[src/rtl/ntt_pass_ctrl_if.sv]
// Scheduler/PE-fabric bundle of the NTT pass controller.
// The scheduler (or a bench) takes the master side; the controller takes the slave side.
interface ntt_pass_ctrl_if #(
   parameter int ADDR_W = 7,
   parameter int TW_W   = 8
);
   logic              start;
   logic [2:0]        mode;
   logic              KD_mode;
   logic              sel_1;
   logic              sel_0;
   logic              rd_valid;
   logic [ADDR_W-1:0] rd_addr_a;
   logic [ADDR_W-1:0] rd_addr_b;
   logic [TW_W-1:0]   tw_addr;
   logic              wb_valid;
   logic [ADDR_W-1:0] wb_addr_a;
   logic [ADDR_W-1:0] wb_addr_b;
   logic              busy;
   logic              done;
   logic              err;

   modport master (
      output start, mode,
      input  KD_mode, sel_1, sel_0, rd_valid, rd_addr_a, rd_addr_b, tw_addr,
             wb_valid, wb_addr_a, wb_addr_b, busy, done, err
   );

   modport slave (
      input  start, mode,
      output KD_mode, sel_1, sel_0, rd_valid, rd_addr_a, rd_addr_b, tw_addr,
             wb_valid, wb_addr_a, wb_addr_b, busy, done, err
   );
endinterface

[src/rtl/ntt_pass_ctrl.sv]
// Pass/butterfly sequencer for the PE1 butterfly datapath: issues bank and twiddle
// addresses for every pass and replays them as write-back addresses after the PE latency.
module ntt_pass_ctrl #(
   parameter int ADDR_W      = 7,
   parameter int TW_W        = 8,
   parameter int LAT_NTT     = 4,
   parameter int LAT_INTT    = 15,
   parameter int K_R2_PASSES = 7,
   parameter int K_R4_PASSES = 4,
   parameter int D_PASSES    = 7
) (
   input  logic           clk,
   input  logic           rst,
   ntt_pass_ctrl_if.slave bus
);
   localparam int J_W     = ADDR_W - 1;
   localparam int LAT_MAX = (LAT_NTT > LAT_INTT) ? LAT_NTT : LAT_INTT;
   localparam int CNT_W   = $clog2(LAT_MAX + 1);
   localparam logic [J_W-1:0] J_LAST = {J_W{1'b1}};

   typedef enum logic [1:0] {IDLE = 2'd0, ISSUE = 2'd1, DRAIN = 2'd2, DONE = 2'd3} state_t;

   state_t            state_r, state_s;
   logic [2:0]        mode_r, mode_s;
   logic [2:0]        pass_r, pass_s;
   logic [J_W-1:0]    j_r, j_s;
   logic [CNT_W-1:0]  cnt_r, cnt_s;
   logic [CNT_W-1:0]  lat_m1_s;
   logic [2:0]        pass_last_s;
   logic [2:0]        q_s;
   logic              illegal_s;
   logic              accept_s;
   logic              issue_s;
   logic              active_s;
   logic [ADDR_W-1:0] addr_a_s;
   logic [ADDR_W-1:0] addr_b_s;
   logic [TW_W-1:0]   tw_s;

   logic              kd_r, sel1_r, sel0_r;
   logic              rd_valid_r;
   logic [ADDR_W-1:0] rd_addr_a_r, rd_addr_b_r;
   logic [TW_W-1:0]   tw_addr_r;
   logic              wb_valid_r;
   logic [ADDR_W-1:0] wb_addr_a_r, wb_addr_b_r;
   logic              busy_r, done_r, err_r;

   logic              dl_v_r [LAT_MAX];
   logic [ADDR_W-1:0] dl_a_r [LAT_MAX];
   logic [ADDR_W-1:0] dl_b_r [LAT_MAX];

   // Stride bit for a pass: radix-2 steps by one bit, radix-4 by two, clamped to the word range.
   function automatic logic [2:0] stride_q(input logic inv, input logic r4, input logic [2:0] p);
      logic [3:0] two_p;
      logic [2:0] q;
      two_p = {p, 1'b0};
      case ({inv, r4})
         2'b00:   q = 3'(J_W) - p;
         2'b10:   q = p;
         2'b01:   q = (two_p >= 4'(J_W)) ? 3'd0 : 3'(4'(J_W) - two_p);
         2'b11:   q = (two_p >= 4'(J_W)) ? 3'(J_W) : two_p[2:0];
         default: q = 3'd0;
      endcase
      return q;
   endfunction

   function automatic logic [ADDR_W-1:0] insert_bit(input logic [J_W-1:0] j, input logic [2:0] q,
                                                    input logic b);
      logic [ADDR_W-1:0] jw;
      logic [ADDR_W-1:0] low_mask;
      jw       = {1'b0, j};
      low_mask = (ADDR_W'(1) << q) - ADDR_W'(1);
      return ((jw & ~low_mask) << 1) | (jw & low_mask) | (ADDR_W'(b) << q);
   endfunction

   function automatic logic [TW_W-1:0] tw_index(input logic [J_W-1:0] j, input logic [2:0] q);
      return (TW_W'(1) << (3'(J_W) - q)) + TW_W'(j >> q);
   endfunction

   assign illegal_s   = bus.mode[2] & bus.mode[0];
   assign accept_s    = (state_r == IDLE) & bus.start & ~illegal_s;
   assign lat_m1_s    = mode_r[1] ? CNT_W'(LAT_INTT - 1) : CNT_W'(LAT_NTT - 1);
   assign pass_last_s = mode_r[0] ? 3'(K_R4_PASSES - 1) :
                        (mode_r[2] ? 3'(D_PASSES - 1) : 3'(K_R2_PASSES - 1));

   // Next-state, pass/butterfly counters and drain timer.
   always_comb begin
      state_s = state_r;
      mode_s  = mode_r;
      pass_s  = pass_r;
      j_s     = j_r;
      cnt_s   = cnt_r;
      case (state_r)
         IDLE: begin
            if (accept_s) begin
               state_s = ISSUE;
               mode_s  = bus.mode;
               pass_s  = 3'd0;
               j_s     = {J_W{1'b0}};
               cnt_s   = {CNT_W{1'b0}};
            end else begin
               state_s = IDLE;
            end
         end
         ISSUE: begin
            j_s = j_r + {{(J_W-1){1'b0}}, 1'b1};
            if (j_r == J_LAST) begin
               state_s = DRAIN;
               cnt_s   = {CNT_W{1'b0}};
            end else begin
               state_s = ISSUE;
            end
         end
         DRAIN: begin
            // The drain length equals the PE latency, so the last write of a pass lands
            // before the first read of the next one.
            if (cnt_r == lat_m1_s) begin
               if (pass_r != pass_last_s) begin
                  state_s = ISSUE;
                  pass_s  = pass_r + 3'd1;
                  j_s     = {J_W{1'b0}};
               end else begin
                  state_s = DONE;
               end
            end else begin
               cnt_s = cnt_r + {{(CNT_W-1){1'b0}}, 1'b1};
            end
         end
         DONE:    state_s = IDLE;
         default: state_s = IDLE;
      endcase
   end

   assign issue_s  = (state_s == ISSUE);
   assign active_s = (state_s != IDLE);
   assign q_s      = stride_q(mode_s[1], mode_s[0], pass_s);
   assign addr_a_s = issue_s ? insert_bit(j_s, q_s, 1'b0) : {ADDR_W{1'b0}};
   assign addr_b_s = issue_s ? insert_bit(j_s, q_s, 1'b1) : {ADDR_W{1'b0}};
   assign tw_s     = issue_s ? tw_index(j_s, q_s) : {TW_W{1'b0}};

   // State, counters, registered outputs and the write-back delay line.
   always_ff @(posedge clk) begin
      if (!rst) begin
         state_r     <= IDLE;
         mode_r      <= 3'd0;
         pass_r      <= 3'd0;
         j_r         <= {J_W{1'b0}};
         cnt_r       <= {CNT_W{1'b0}};
         kd_r        <= 1'b0;
         sel1_r      <= 1'b0;
         sel0_r      <= 1'b0;
         rd_valid_r  <= 1'b0;
         rd_addr_a_r <= {ADDR_W{1'b0}};
         rd_addr_b_r <= {ADDR_W{1'b0}};
         tw_addr_r   <= {TW_W{1'b0}};
         wb_valid_r  <= 1'b0;
         wb_addr_a_r <= {ADDR_W{1'b0}};
         wb_addr_b_r <= {ADDR_W{1'b0}};
         busy_r      <= 1'b0;
         done_r      <= 1'b0;
         err_r       <= 1'b0;
         for (int i = 0; i < LAT_MAX; i++) begin
            dl_v_r[i] <= 1'b0;
            dl_a_r[i] <= {ADDR_W{1'b0}};
            dl_b_r[i] <= {ADDR_W{1'b0}};
         end
      end else begin
         state_r     <= state_s;
         mode_r      <= mode_s;
         pass_r      <= pass_s;
         j_r         <= j_s;
         cnt_r       <= cnt_s;
         kd_r        <= active_s & mode_s[2];
         sel1_r      <= active_s & mode_s[1];
         sel0_r      <= active_s & mode_s[0];
         rd_valid_r  <= issue_s;
         rd_addr_a_r <= addr_a_s;
         rd_addr_b_r <= addr_b_s;
         tw_addr_r   <= tw_s;
         busy_r      <= active_s;
         done_r      <= (state_s == DONE);
         err_r       <= (state_r == IDLE) & bus.start & illegal_s;
         // Stage 0 mirrors the read outputs; stage k holds the issue from k cycles ago.
         dl_v_r[0]   <= issue_s;
         dl_a_r[0]   <= addr_a_s;
         dl_b_r[0]   <= addr_b_s;
         for (int i = 1; i < LAT_MAX; i++) begin
            // Old entries beyond a shorter tap must not leak into a longer-latency run.
            dl_v_r[i] <= accept_s ? 1'b0 : dl_v_r[i-1];
            dl_a_r[i] <= accept_s ? {ADDR_W{1'b0}} : dl_a_r[i-1];
            dl_b_r[i] <= accept_s ? {ADDR_W{1'b0}} : dl_b_r[i-1];
         end
         wb_valid_r  <= mode_r[1] ? dl_v_r[LAT_INTT-1] : dl_v_r[LAT_NTT-1];
         wb_addr_a_r <= mode_r[1] ? dl_a_r[LAT_INTT-1] : dl_a_r[LAT_NTT-1];
         wb_addr_b_r <= mode_r[1] ? dl_b_r[LAT_INTT-1] : dl_b_r[LAT_NTT-1];
      end
   end

   assign bus.KD_mode   = kd_r;
   assign bus.sel_1     = sel1_r;
   assign bus.sel_0     = sel0_r;
   assign bus.rd_valid  = rd_valid_r;
   assign bus.rd_addr_a = rd_addr_a_r;
   assign bus.rd_addr_b = rd_addr_b_r;
   assign bus.tw_addr   = tw_addr_r;
   assign bus.wb_valid  = wb_valid_r;
   assign bus.wb_addr_a = wb_addr_a_r;
   assign bus.wb_addr_b = wb_addr_b_r;
   assign bus.busy      = busy_r;
   assign bus.done      = done_r;
   assign bus.err       = err_r;
endmodule

[src/flat_wrapper.sv]
// flat-port wrapper written by rule: the top's interface ports become plain ports
module ntt_pass_ctrl_flat 
#(
   parameter int ADDR_W      = 7,
   parameter int TW_W        = 8,
   parameter int LAT_NTT     = 4,
   parameter int LAT_INTT    = 15,
   parameter int K_R2_PASSES = 7,
   parameter int K_R4_PASSES = 4,
   parameter int D_PASSES    = 7
)
  (clk, rst, bus_start, bus_mode, bus_KD_mode, bus_sel_1, bus_sel_0, bus_rd_valid, bus_rd_addr_a, bus_rd_addr_b, bus_tw_addr, bus_wb_valid, bus_wb_addr_a, bus_wb_addr_b, bus_busy, bus_done, bus_err);
  ntt_pass_ctrl_if #(.ADDR_W(ADDR_W), .TW_W(TW_W)) bus_i ();
  input  logic clk;
  input  logic rst;
  input wire logic [$bits(bus_i.start)-1:0] bus_start;
  input wire logic [$bits(bus_i.mode)-1:0] bus_mode;
  output wire logic [$bits(bus_i.KD_mode)-1:0] bus_KD_mode;
  output wire logic [$bits(bus_i.sel_1)-1:0] bus_sel_1;
  output wire logic [$bits(bus_i.sel_0)-1:0] bus_sel_0;
  output wire logic [$bits(bus_i.rd_valid)-1:0] bus_rd_valid;
  output wire logic [$bits(bus_i.rd_addr_a)-1:0] bus_rd_addr_a;
  output wire logic [$bits(bus_i.rd_addr_b)-1:0] bus_rd_addr_b;
  output wire logic [$bits(bus_i.tw_addr)-1:0] bus_tw_addr;
  output wire logic [$bits(bus_i.wb_valid)-1:0] bus_wb_valid;
  output wire logic [$bits(bus_i.wb_addr_a)-1:0] bus_wb_addr_a;
  output wire logic [$bits(bus_i.wb_addr_b)-1:0] bus_wb_addr_b;
  output wire logic [$bits(bus_i.busy)-1:0] bus_busy;
  output wire logic [$bits(bus_i.done)-1:0] bus_done;
  output wire logic [$bits(bus_i.err)-1:0] bus_err;
  assign bus_i.start = bus_start;
  assign bus_i.mode = bus_mode;
  assign bus_KD_mode = bus_i.KD_mode;
  assign bus_sel_1 = bus_i.sel_1;
  assign bus_sel_0 = bus_i.sel_0;
  assign bus_rd_valid = bus_i.rd_valid;
  assign bus_rd_addr_a = bus_i.rd_addr_a;
  assign bus_rd_addr_b = bus_i.rd_addr_b;
  assign bus_tw_addr = bus_i.tw_addr;
  assign bus_wb_valid = bus_i.wb_valid;
  assign bus_wb_addr_a = bus_i.wb_addr_a;
  assign bus_wb_addr_b = bus_i.wb_addr_b;
  assign bus_busy = bus_i.busy;
  assign bus_done = bus_i.done;
  assign bus_err = bus_i.err;
  ntt_pass_ctrl #(.ADDR_W(ADDR_W), .TW_W(TW_W), .LAT_NTT(LAT_NTT), .LAT_INTT(LAT_INTT), .K_R2_PASSES(K_R2_PASSES), .K_R4_PASSES(K_R4_PASSES), .D_PASSES(D_PASSES)) u_core (.clk(clk), .rst(rst), .bus(bus_i));
endmodule
[config.mk]
export PLATFORM = sky130hd
export DESIGN_NAME = ntt_pass_ctrl_flat
export DESIGN_NICKNAME = d
export VERILOG_FILES = /design/src/rtl/ntt_pass_ctrl_if.sv /design/src/rtl/ntt_pass_ctrl.sv /design/src/flat_wrapper.sv
export SDC_FILE = /design/constraint.sdc
export NUM_CORES = 1
export LEC_CHECK = 0
export BUFFER_PORTS_ARGS = -buffer_cell sky130_fd_sc_hd__buf_2
export CAP_MARGIN = 5
export CELL_PAD_IN_SITES_DETAIL_PLACEMENT = 0
export CELL_PAD_IN_SITES_GLOBAL_PLACEMENT = 1
export CORE_AREA = 5 5 144 146
export CTS_CLUSTER_SIZE = 28
export DETAILED_ROUTE_END_ITERATION = 8
export DIE_AREA = 0 0 149 151
export PLACE_DENSITY = 0.76
export RECOVER_POWER = 100
export SYNTH_ARGS = -nofsm -noshare
export SYNTH_HDL_FRONTEND = slang
export SYNTH_SLANG_ARGS = --single-unit
[constraint.sdc]
create_clock -name clk -period 6.7 [get_ports clk]
set_input_delay 0.67 -clock clk [delete_from_list [all_inputs] [get_ports clk]]
set_output_delay 0.67 -clock clk [all_outputs]
set_load 0.02 [all_outputs]
== Word-level counts from Yosys, hierarchy flattened ==
Memory sizes are Yosys's and may differ from the RTL's.
Index checks and enable logic that the tools add are counted.

* Add/sub/neg operators: 8
* Magnitude comparators: 1
* Equality and inequality tests: 14
* Shifts and indexed selects: 4
* Muxes and demuxes: 118
* Bitwise gates (word level): 59
* Reduce and logical (&&, ||, !) cells: 6

{| class="wikitable"
|+ Operators by type and width
! kind !! number
|-
| 7-bit 2-to-1 mux || 62
|-
| 1-bit bitwise OR || 45
|-
| 1-bit 2-to-1 mux || 33
|-
| 3-bit 2-to-1 mux || 8
|-
| 7-bit bitwise OR || 3
|-
| 6-bit 2-to-1 mux || 3
|-
| 6-bit one-hot mux with 3 select lines || 1
|-
| 4-bit 2-to-1 mux || 4
|-
| 1-bit by 3-bit left shift with 7-bit output, first input constant || 2
|-
| 3-bit one-hot mux with 4 select lines || 1
|-
| 4-bit one-hot mux with 3 select lines || 1
|-
| 2-bit equality test, second input constant || 5
|-
| 3-bit subtractor, first input constant || 3
|-
| 8-bit adder || 1
|-
| 2-bit one-hot mux with 4 select lines || 1
|-
| 1-bit by 3-bit left shift with 8-bit output, first input constant || 1
|-
| 6-bit by 3-bit >> shifter with 8-bit output || 1
|-
| 1-bit AND || 7
|-
| 6-bit by 7-bit AND with 7-bit output || 1
|-
| 7-bit by 2-bit subtractor with 7-bit output, second input constant || 1
|-
| 6-bit by 1-bit adder with 6-bit output, second input constant || 1
|-
| 6-bit AND || 1
|-
| 2-bit by 1-bit equality test with 1-bit output, second input constant || 3
|-
| 6-bit equality test, second input constant || 1
|-
| other kinds (16) || 20
|}

* Bits in registers: 62
* Bits in writable memories: 225
* Bits of input ports: 6
* Output and inout bits: 44
* Logic and storage cells: 231
* Memories kept: 3

{| class="wikitable"
|+ Memories
! memory !! depth !! bits a word !! rd ports !! clocked after memory_dff !! wr ports !! RTL line !! RTL
|-
| u_core.dl_a_r || 15 || 7 || 15 || 0 || 15 || ntt_pass_ctrl.sv:48 || <nowiki>logic [ADDR_W-1:0] dl_a_r [LAT_MAX];</nowiki>
|-
| u_core.dl_b_r || 15 || 7 || 15 || 0 || 15 || ntt_pass_ctrl.sv:49 || <nowiki>logic [ADDR_W-1:0] dl_b_r [LAT_MAX];</nowiki>
|-
| u_core.dl_v_r || 15 || 1 || 15 || 0 || 15 || ntt_pass_ctrl.sv:47 || <nowiki>logic dl_v_r [LAT_MAX];</nowiki>
|}

== Depth between registers and ports, before layout ==
* Depth after elaboration: 16
* Depth in mapped cells: 27
* Depth with buffers taken out: 24

== Worst setup path before layout ==
OpenSTA, ideal clock, no wires.

* Path kind: input to register
* Start point: in bus_start
* End point: reg u_core.tw_addr_r[7] (netlist: u_core.bus.tw_addr[7])
* Data arrival time: 4,693 ps
* Data required time: 6,568 ps
* Slack: 1,875 ps
* Stages on the path: 23
* Buffers on the path: 1
* Path through: a21bo_2 > a21oi_1 > a2bb2oi_1 > and2_1 > inv_1 > ha_1 > ha_1 > a211oi_2 > a21bo_2 > nor2_4 > a31o_2 > or2_1 > buf_6 > mux2_4 > a211o_1 > ha_1 > a21o_1 > a21oi_1 > o21bai_1 > a21oi_1 > nor2b_1 > o21ai_1 > a21oi_1

* Cells in the longest elaborated chain, start to end: 10
* Elaborated cells between the ends (all ways): 26
* Those cells by class: add/sub (4); order compare (1); eq/ne (4); shift (2); mux (11); bitwise (2); reduce/logical (2)

{| class="wikitable"
|+ RTL lines
! element !! RTL line !! RTL
|-
| start: declaration || flat_wrapper.sv:16 || <nowiki>input wire logic [$bits(bus_i.start)-1:0] bus_start;</nowiki>
|-
| 1-bit AND (*) (2 in series) || ntt_pass_ctrl.sv:80 || <nowiki>assign accept_s = (state_r == IDLE) & bus.start & ~illegal_s;</nowiki>
|-
| 3-bit 2-to-1 mux (*) || ntt_pass_ctrl.sv:94 || <nowiki>if (accept_s) begin</nowiki>
|-
| 3-bit one-hot mux with 2 select lines (*) || ntt_pass_ctrl.sv:92 || <nowiki>case (state_r)</nowiki>
|-
| net u_core.pass_s[0] || ntt_pass_ctrl.sv:25 || <nowiki>logic [2:0] pass_r, pass_s;</nowiki>
|-
| 4-bit by 3-bit >= comparator with 1-bit output or 3-bit subtractor (tied branches) || ntt_pass_ctrl.sv:59, ntt_pass_ctrl.sv:60 ||
|-
| 3-bit 2-to-1 mux, on equally long branches || ntt_pass_ctrl.sv:59, ntt_pass_ctrl.sv:60 ||
|-
| 3-bit one-hot mux with 4 select lines (*) || ntt_pass_ctrl.sv:56 || <nowiki>case ({inv, r4})</nowiki>
|-
| 3-bit subtractor || ntt_pass_ctrl.sv:76 || <nowiki>return (TW_W'(1) << (3'(J_W) - q)) + TW_W'(j >> q);</nowiki>
|-
| 1-bit by 3-bit left shift with 8-bit output || ntt_pass_ctrl.sv:76 ||
|-
| 8-bit adder (*) || ntt_pass_ctrl.sv:76 ||
|-
| end signal: assignment || ntt_pass_ctrl.sv:154 || <nowiki>tw_addr_r <= {TW_W{1'b0}};</nowiki>
|-
| end signal: assignment || ntt_pass_ctrl.sv:178 || <nowiki>tw_addr_r <= tw_s;</nowiki>
|-
| end: declaration || ntt_pass_ctrl.sv:42 || <nowiki>logic [TW_W-1:0] tw_addr_r;</nowiki>
|}

The timed path passes the listed nets; every way through them passes the cells marked *.
A chain may end at the register's enable or synchronous reset.

== Worst setup path after layout ==
* Start point: reg u_core.mode_r[1]
* End point: reg u_core.tw_addr_r[7] (netlist: u_core.bus.tw_addr[7])

* Cells in the longest elaborated chain, start to end: 10
* Elaborated cells between the ends (all ways): 26
* Those cells by class: add/sub (4); order compare (1); eq/ne (5); shift (2); mux (12); reduce/logical (2)

{| class="wikitable"
|+ RTL lines
! element !! RTL line !! RTL
|-
| start: declaration || ntt_pass_ctrl.sv:24 || <nowiki>logic [2:0] mode_r, mode_s;</nowiki>
|-
| start signal: assignment || ntt_pass_ctrl.sv:168 || <nowiki>mode_r <= mode_s;</nowiki>
|-
| 4-bit 2-to-1 mux (*) || ntt_pass_ctrl.sv:81 || <nowiki>assign lat_m1_s = mode_r[1] ? CNT_W'(LAT_INTT - 1) : CNT_W'(LAT_NTT - 1);</nowiki>
|-
| 4-bit equality test (*) || ntt_pass_ctrl.sv:116 || <nowiki>if (cnt_r == lat_m1_s) begin</nowiki>
|-
| 3-bit 2-to-1 mux (*) || ntt_pass_ctrl.sv:116 ||
|-
| 3-bit one-hot mux with 2 select lines (*) || ntt_pass_ctrl.sv:92 ||
|-
| net u_core.pass_s[0] || ntt_pass_ctrl.sv:25 ||
|-
| 4-bit by 3-bit >= comparator with 1-bit output or 3-bit subtractor (tied branches) || ntt_pass_ctrl.sv:59, ntt_pass_ctrl.sv:60 ||
|-
| 3-bit 2-to-1 mux, on equally long branches || ntt_pass_ctrl.sv:59, ntt_pass_ctrl.sv:60 ||
|-
| 3-bit one-hot mux with 4 select lines (*) || ntt_pass_ctrl.sv:56 ||
|-
| 3-bit subtractor || ntt_pass_ctrl.sv:76 ||
|-
| 1-bit by 3-bit left shift with 8-bit output || ntt_pass_ctrl.sv:76 ||
|-
| 8-bit adder (*) || ntt_pass_ctrl.sv:76 ||
|}

Marks and branches as above.

==> flow_metrics.tcl <==
set metrics [dict create \
    postSynth.asyncResetShare_pct 0 \
    stdcell_area_um2 10300 \
    count_of_state_elements_after_synthesis 272 \
    setup-tns-final_ns 0 \
    maxCapViolations 2 \
    dp.cells 1095 \
    synth_largest_area_cell "sky130_fd_sc_hd__dfxtp_1" \
    dieHeight_um 151 \
    r2r_setup_slack_ns 0.88 \
    avgSynthCellArea_um2 10.7 \
    worst_r2r_startpoint "u_core.mode_r[1]" \
    crit_cells 23 \
    highest-signal-layer "met4" \
    drt_drc_violations_left 0 \
    root_buffer "sky130_fd_sc_hd__clkbuf_16" \
    initial_utilization_pct 47.4 \
    area_delta_synth_final_pct 12.5 \
    clock_path_buffers 3 \
    ff2ff_path_depth 23 \
    ctsHoldBuffers 0 \
    post_route_cells_drive_above_1_share_pct 8.73 \
    yosys-top-cells-count "sky130_fd_sc_hd__dfxtp_1 (272), sky130_fd_sc_hd__and3_1 (220), sky130_fd_sc_hd__clkbuf_1 (56)" \
    detailroute.via_count 5824 \
    synth_cell_area_um2 9140 \
    post_dp_cell_area_um2 9390 \
    antenna-diode-count 0 \
    timing.critical_path.buf_inv 2 \
    finalWorstPathRequiredPeriod_ns 5.82 \
    remaining_global_route_overflow 0 \
    timing.clock.skew_ns 0.0117 \
    top_level_ports 50 \
    worst_pin_slew_ns 4.64 \
    peak_freq_ghz 0.172 \
    wl_met2_um 7740 \
    floorplan.core_area_um2 19300 \
    failed_checks "max-capacitance violations, max-slew violations" \
    routedWlPerCell_um 14.9 \
    floorplan.die_area_um2 22500 \
    timing_worst_setup_path_type "reg -> reg" \
    worst_ep_required_time_ns 7.08 \
    cts_inserted_buffers 28 \
    clock_sink_count 272 \
    power.static_leakage_nw 4.85 \
    status "finished, violations left" \
    routed-wl-met3_um 766 \
    clock_insertion_delay_worst_skew_ns 0.52 \
    slowest_delay_ns 0.52 \
    ordered_list_of_cells_on_the_worst_path "buf_4 -> nor4b_1 -> o21ai_0 -> a2bb2oi_1 -> and2_1 -> inv_1 -> ha_1 -> ha_1 -> a211oi_2 -> a21bo_2 -> nor2_4 -> a31o_2 -> or2_1 -> mux2_4 -> a211o_1 -> ha_1 -> a21o_1 -> a21oi_1 -> o21bai_1 -> a21oi_1 -> nor2b_1 -> o21ai_1 -> a21oi_1" \
    yosys_most_used_dff "sky130_fd_sc_hd__dfxtp_1" \
    hpwl_detailed_um 10300 \
    final_antenna_net_count 0 \
    grt_antenna_before_repair 0 \
    grt_pass1_wl_um 28800 \
    global_route_usage_over_all_layers_pct 15.3 \
    cts_htree_levels 1 \
    cp-start-kind "flip-flop" \
    total_power_mw 3.40 \
    critPathArrivalTime_ns 6.20 \
    rows 51 \
    max_transition_margin_pct -209 \
    synth_edf_count 0 \
    synth_cells 854 \
    clk_pin_slew_ns 0.06 \
    vdd.ir_drop.worst_mv 0.149 \
    cell_with_the_most_instances_after_synthesis "sky130_fd_sc_hd__dfxtp_1" \
    crit_path_leading_delay_family "compound AO/OA/AOI/OAI gates" \
    initialDrtViolationCount 385 \
    via_count_of_the_first_global_routing_pass 5732 \
    numPortBuffers 49 \
    synth_top_cells_by_area "sky130_fd_sc_hd__dfxtp_1 (60%), sky130_fd_sc_hd__and3_1 (15%), sky130_fd_sc_hd__clkbuf_1 (2.3%), sky130_fd_sc_hd__mux2i_1 (2.3%), sky130_fd_sc_hd__ha_1 (1.6%)" \
    yosys_warnings 0 \
    hold-path-endpoint "u_core.dl_b_r[0][26]" \
    routed_via_density 5.08 \
    cts.repair_timing.setup_buffer_count 0 \
    rsz0062_at_grt "false" \
    cell_type_of_the_slowest_stage_on_the_worst_timing_path "sky130_fd_sc_hd__or2_1" \
    routedLengthMet1_um 8240 \
    hold-path-cell-count 1 \
    synth.yosys.seq_area_share_pct 59.6 \
    hold_path_startpoint "u_core.dl_b_r[0][19]" \
    drt-pass1-iter-count 4 \
    tritoncts "done" \
    wirelength_um 17100 \
    post_cts_resized 0 \
    min-delay-path-class "reg -> reg" \
    hold_viol 0 \
    floorplan.die.width_um 149 \
    layout_worst_path_cycle_share_pct 86.9 \
    final_net_count 879 \
    place.gp.congestion 0.821 \
    syn_nets 873 \
    report.final.slew_viol_count 312 \
    crit_path_end_kind "flip-flop" \
    layoutNonFillerInstCount 1147 \
    netlist-cell-type-count 71 \
    power_per_cell_area_nw_per_um2 331 \
    regToRegEndpoint "u_core.bus.tw_addr[7]" \
    hold-worst-slack_ns 0.450 \
    crit_path_max_fanout 17 \
    synth_largest_type_area_fraction_pct 59.6 \
    setup-violations-final 0 \
    grt_start_max_net_pins 163 \
]
[state kept, by name (all words and copies together), names as in the netlist, 3 cells and up]
register,cells
u_core.bus.wb_addr_a,7
u_core.dl_b_r,105
u_core.dl_v_r,14
u_core.mode_r,3
u_core.dl_a_r,105
u_core.bus.wb_addr_b,7
u_core.bus.tw_addr,8
u_core.j_r,6
u_core.cnt_r,4
u_core.pass_r,3
[final cells by class]
type / count / area (um2)
clock buffer: 40 / 847
clock inverter: 12 / 144
fill: 1752 / 8990
inverter: 15 / 56.3
multi-input combinational: 488 / 3230
sequential: 272 / 5450
tap: 265 / 332
timing repair buffer: 55 / 225
[worst register-to-register path, cell delays in order (launching register included)]
cell                        delay (ns)
sky130_fd_sc_hd__dfxtp_1          0.31
sky130_fd_sc_hd__buf_4            0.24
sky130_fd_sc_hd__nor4b_1          0.51
sky130_fd_sc_hd__o21ai_0          0.34
sky130_fd_sc_hd__a2bb2oi_1        0.29
sky130_fd_sc_hd__and2_1           0.26
sky130_fd_sc_hd__inv_1            0.10
sky130_fd_sc_hd__ha_1             0.21
sky130_fd_sc_hd__ha_1             0.22
sky130_fd_sc_hd__a211oi_2         0.14
sky130_fd_sc_hd__a21bo_2          0.27
sky130_fd_sc_hd__nor2_4           0.11
sky130_fd_sc_hd__a31o_2           0.26
sky130_fd_sc_hd__or2_1            0.52
sky130_fd_sc_hd__mux2_4           0.36
sky130_fd_sc_hd__a211o_1          0.31
sky130_fd_sc_hd__ha_1             0.29
sky130_fd_sc_hd__a21o_1           0.18
sky130_fd_sc_hd__a21oi_1          0.23
sky130_fd_sc_hd__o21bai_1         0.09
sky130_fd_sc_hd__a21oi_1          0.17
sky130_fd_sc_hd__nor2b_1          0.08
sky130_fd_sc_hd__o21ai_1          0.12
sky130_fd_sc_hd__a21oi_1          0.07
[logic make-up (layout without fill, tap and decap cells)]
| family | after synthesis | in the layout | share of synthesized area (%) |
|---|---|---|---|
| AO/OA/AOI/OAI | 88 | 88 | 6.94 |
| AND/OR/NAND/NOR | 360 | 360 | 23.7 |
| flip-flops | 272 | 272 | 59.6 |
| buffers and inverters | 94 | 122 | 4.74 |
| XOR/XNOR | 3 | 3 | 0.288 |
| multiplexers | 24 | 24 | 2.83 |
| adder cells (fa/ha/maj) | 13 | 13 | 1.86 |
[power breakdown]
group	switching (mW)	internal, mW	total (mW)
clock	0.611	0.993	1.60
combinational	0.121	0.0442	0.165
sequential	0.00616	1.63	1.63
total	0.738	2.67	3.40
[cell usage in the layout (no fill, tap or decap), types with 3 or more instances in the layout]
master and n:
sky130_fd_sc_hd__nor3_1 13, sky130_fd_sc_hd__clkbuf_1 49, sky130_fd_sc_hd__and2_0 7, sky130_fd_sc_hd__bufinv_16 3, sky130_fd_sc_hd__o21ai_0 13, sky130_fd_sc_hd__ha_1 12, sky130_fd_sc_hd__nand3_1 8, sky130_fd_sc_hd__o211a_1 4
sky130_fd_sc_hd__o21a_1 4, sky130_fd_sc_hd__nor2_1 37, sky130_fd_sc_hd__and3_1 220, sky130_fd_sc_hd__buf_2 4, sky130_fd_sc_hd__o31ai_1 3, sky130_fd_sc_hd__a21oi_1 25, sky130_fd_sc_hd__nand2_1 21, sky130_fd_sc_hd__mux2i_1 22
sky130_fd_sc_hd__and2_1 9, sky130_fd_sc_hd__a21o_1 4, sky130_fd_sc_hd__a31oi_1 4, sky130_fd_sc_hd__clkinv_2 6, sky130_fd_sc_hd__o211ai_1 3, sky130_fd_sc_hd__clkbuf_8 8, sky130_fd_sc_hd__dfxtp_1 272, sky130_fd_sc_hd__nor4b_1 3
sky130_fd_sc_hd__nor2b_1 24, sky130_fd_sc_hd__inv_1 14, sky130_fd_sc_hd__clkbuf_16 29, sky130_fd_sc_hd__buf_4 3
[metal layers]
metal / up-vias / GRT usage [%]
met5: - / 0
met4: 0 / 3.71
met3: 25 / 3.23
met2: 90 / 25.0
met1: 2750 / 21.1
li1: 2959 / -
[worst max path at each step]
stage                          start               endpoint
floorplan                  bus_start  u_core.bus.tw_addr[7]
global placement         bus_mode[0]  u_core.bus.tw_addr[7]
detailed placement       bus_mode[0]  u_core.bus.tw_addr[6]
CTS                 u_core.mode_r[1]  u_core.bus.tw_addr[7]
global route        u_core.mode_r[1]  u_core.bus.tw_addr[6]
finish              u_core.mode_r[1]  u_core.bus.tw_addr[7]
[stage by stage]
step / setup WS (ns) / utilization, %
after floorplan: 1.87 / -
after global placement: 1.12 / 48.7
after detailed placement: 1.06 / 48.7
after CTS: 1.14 / 53.9
after global routing: 0.332 / 53.4
final: 0.881 / 53.4
(Power assumes the default switching activity.)
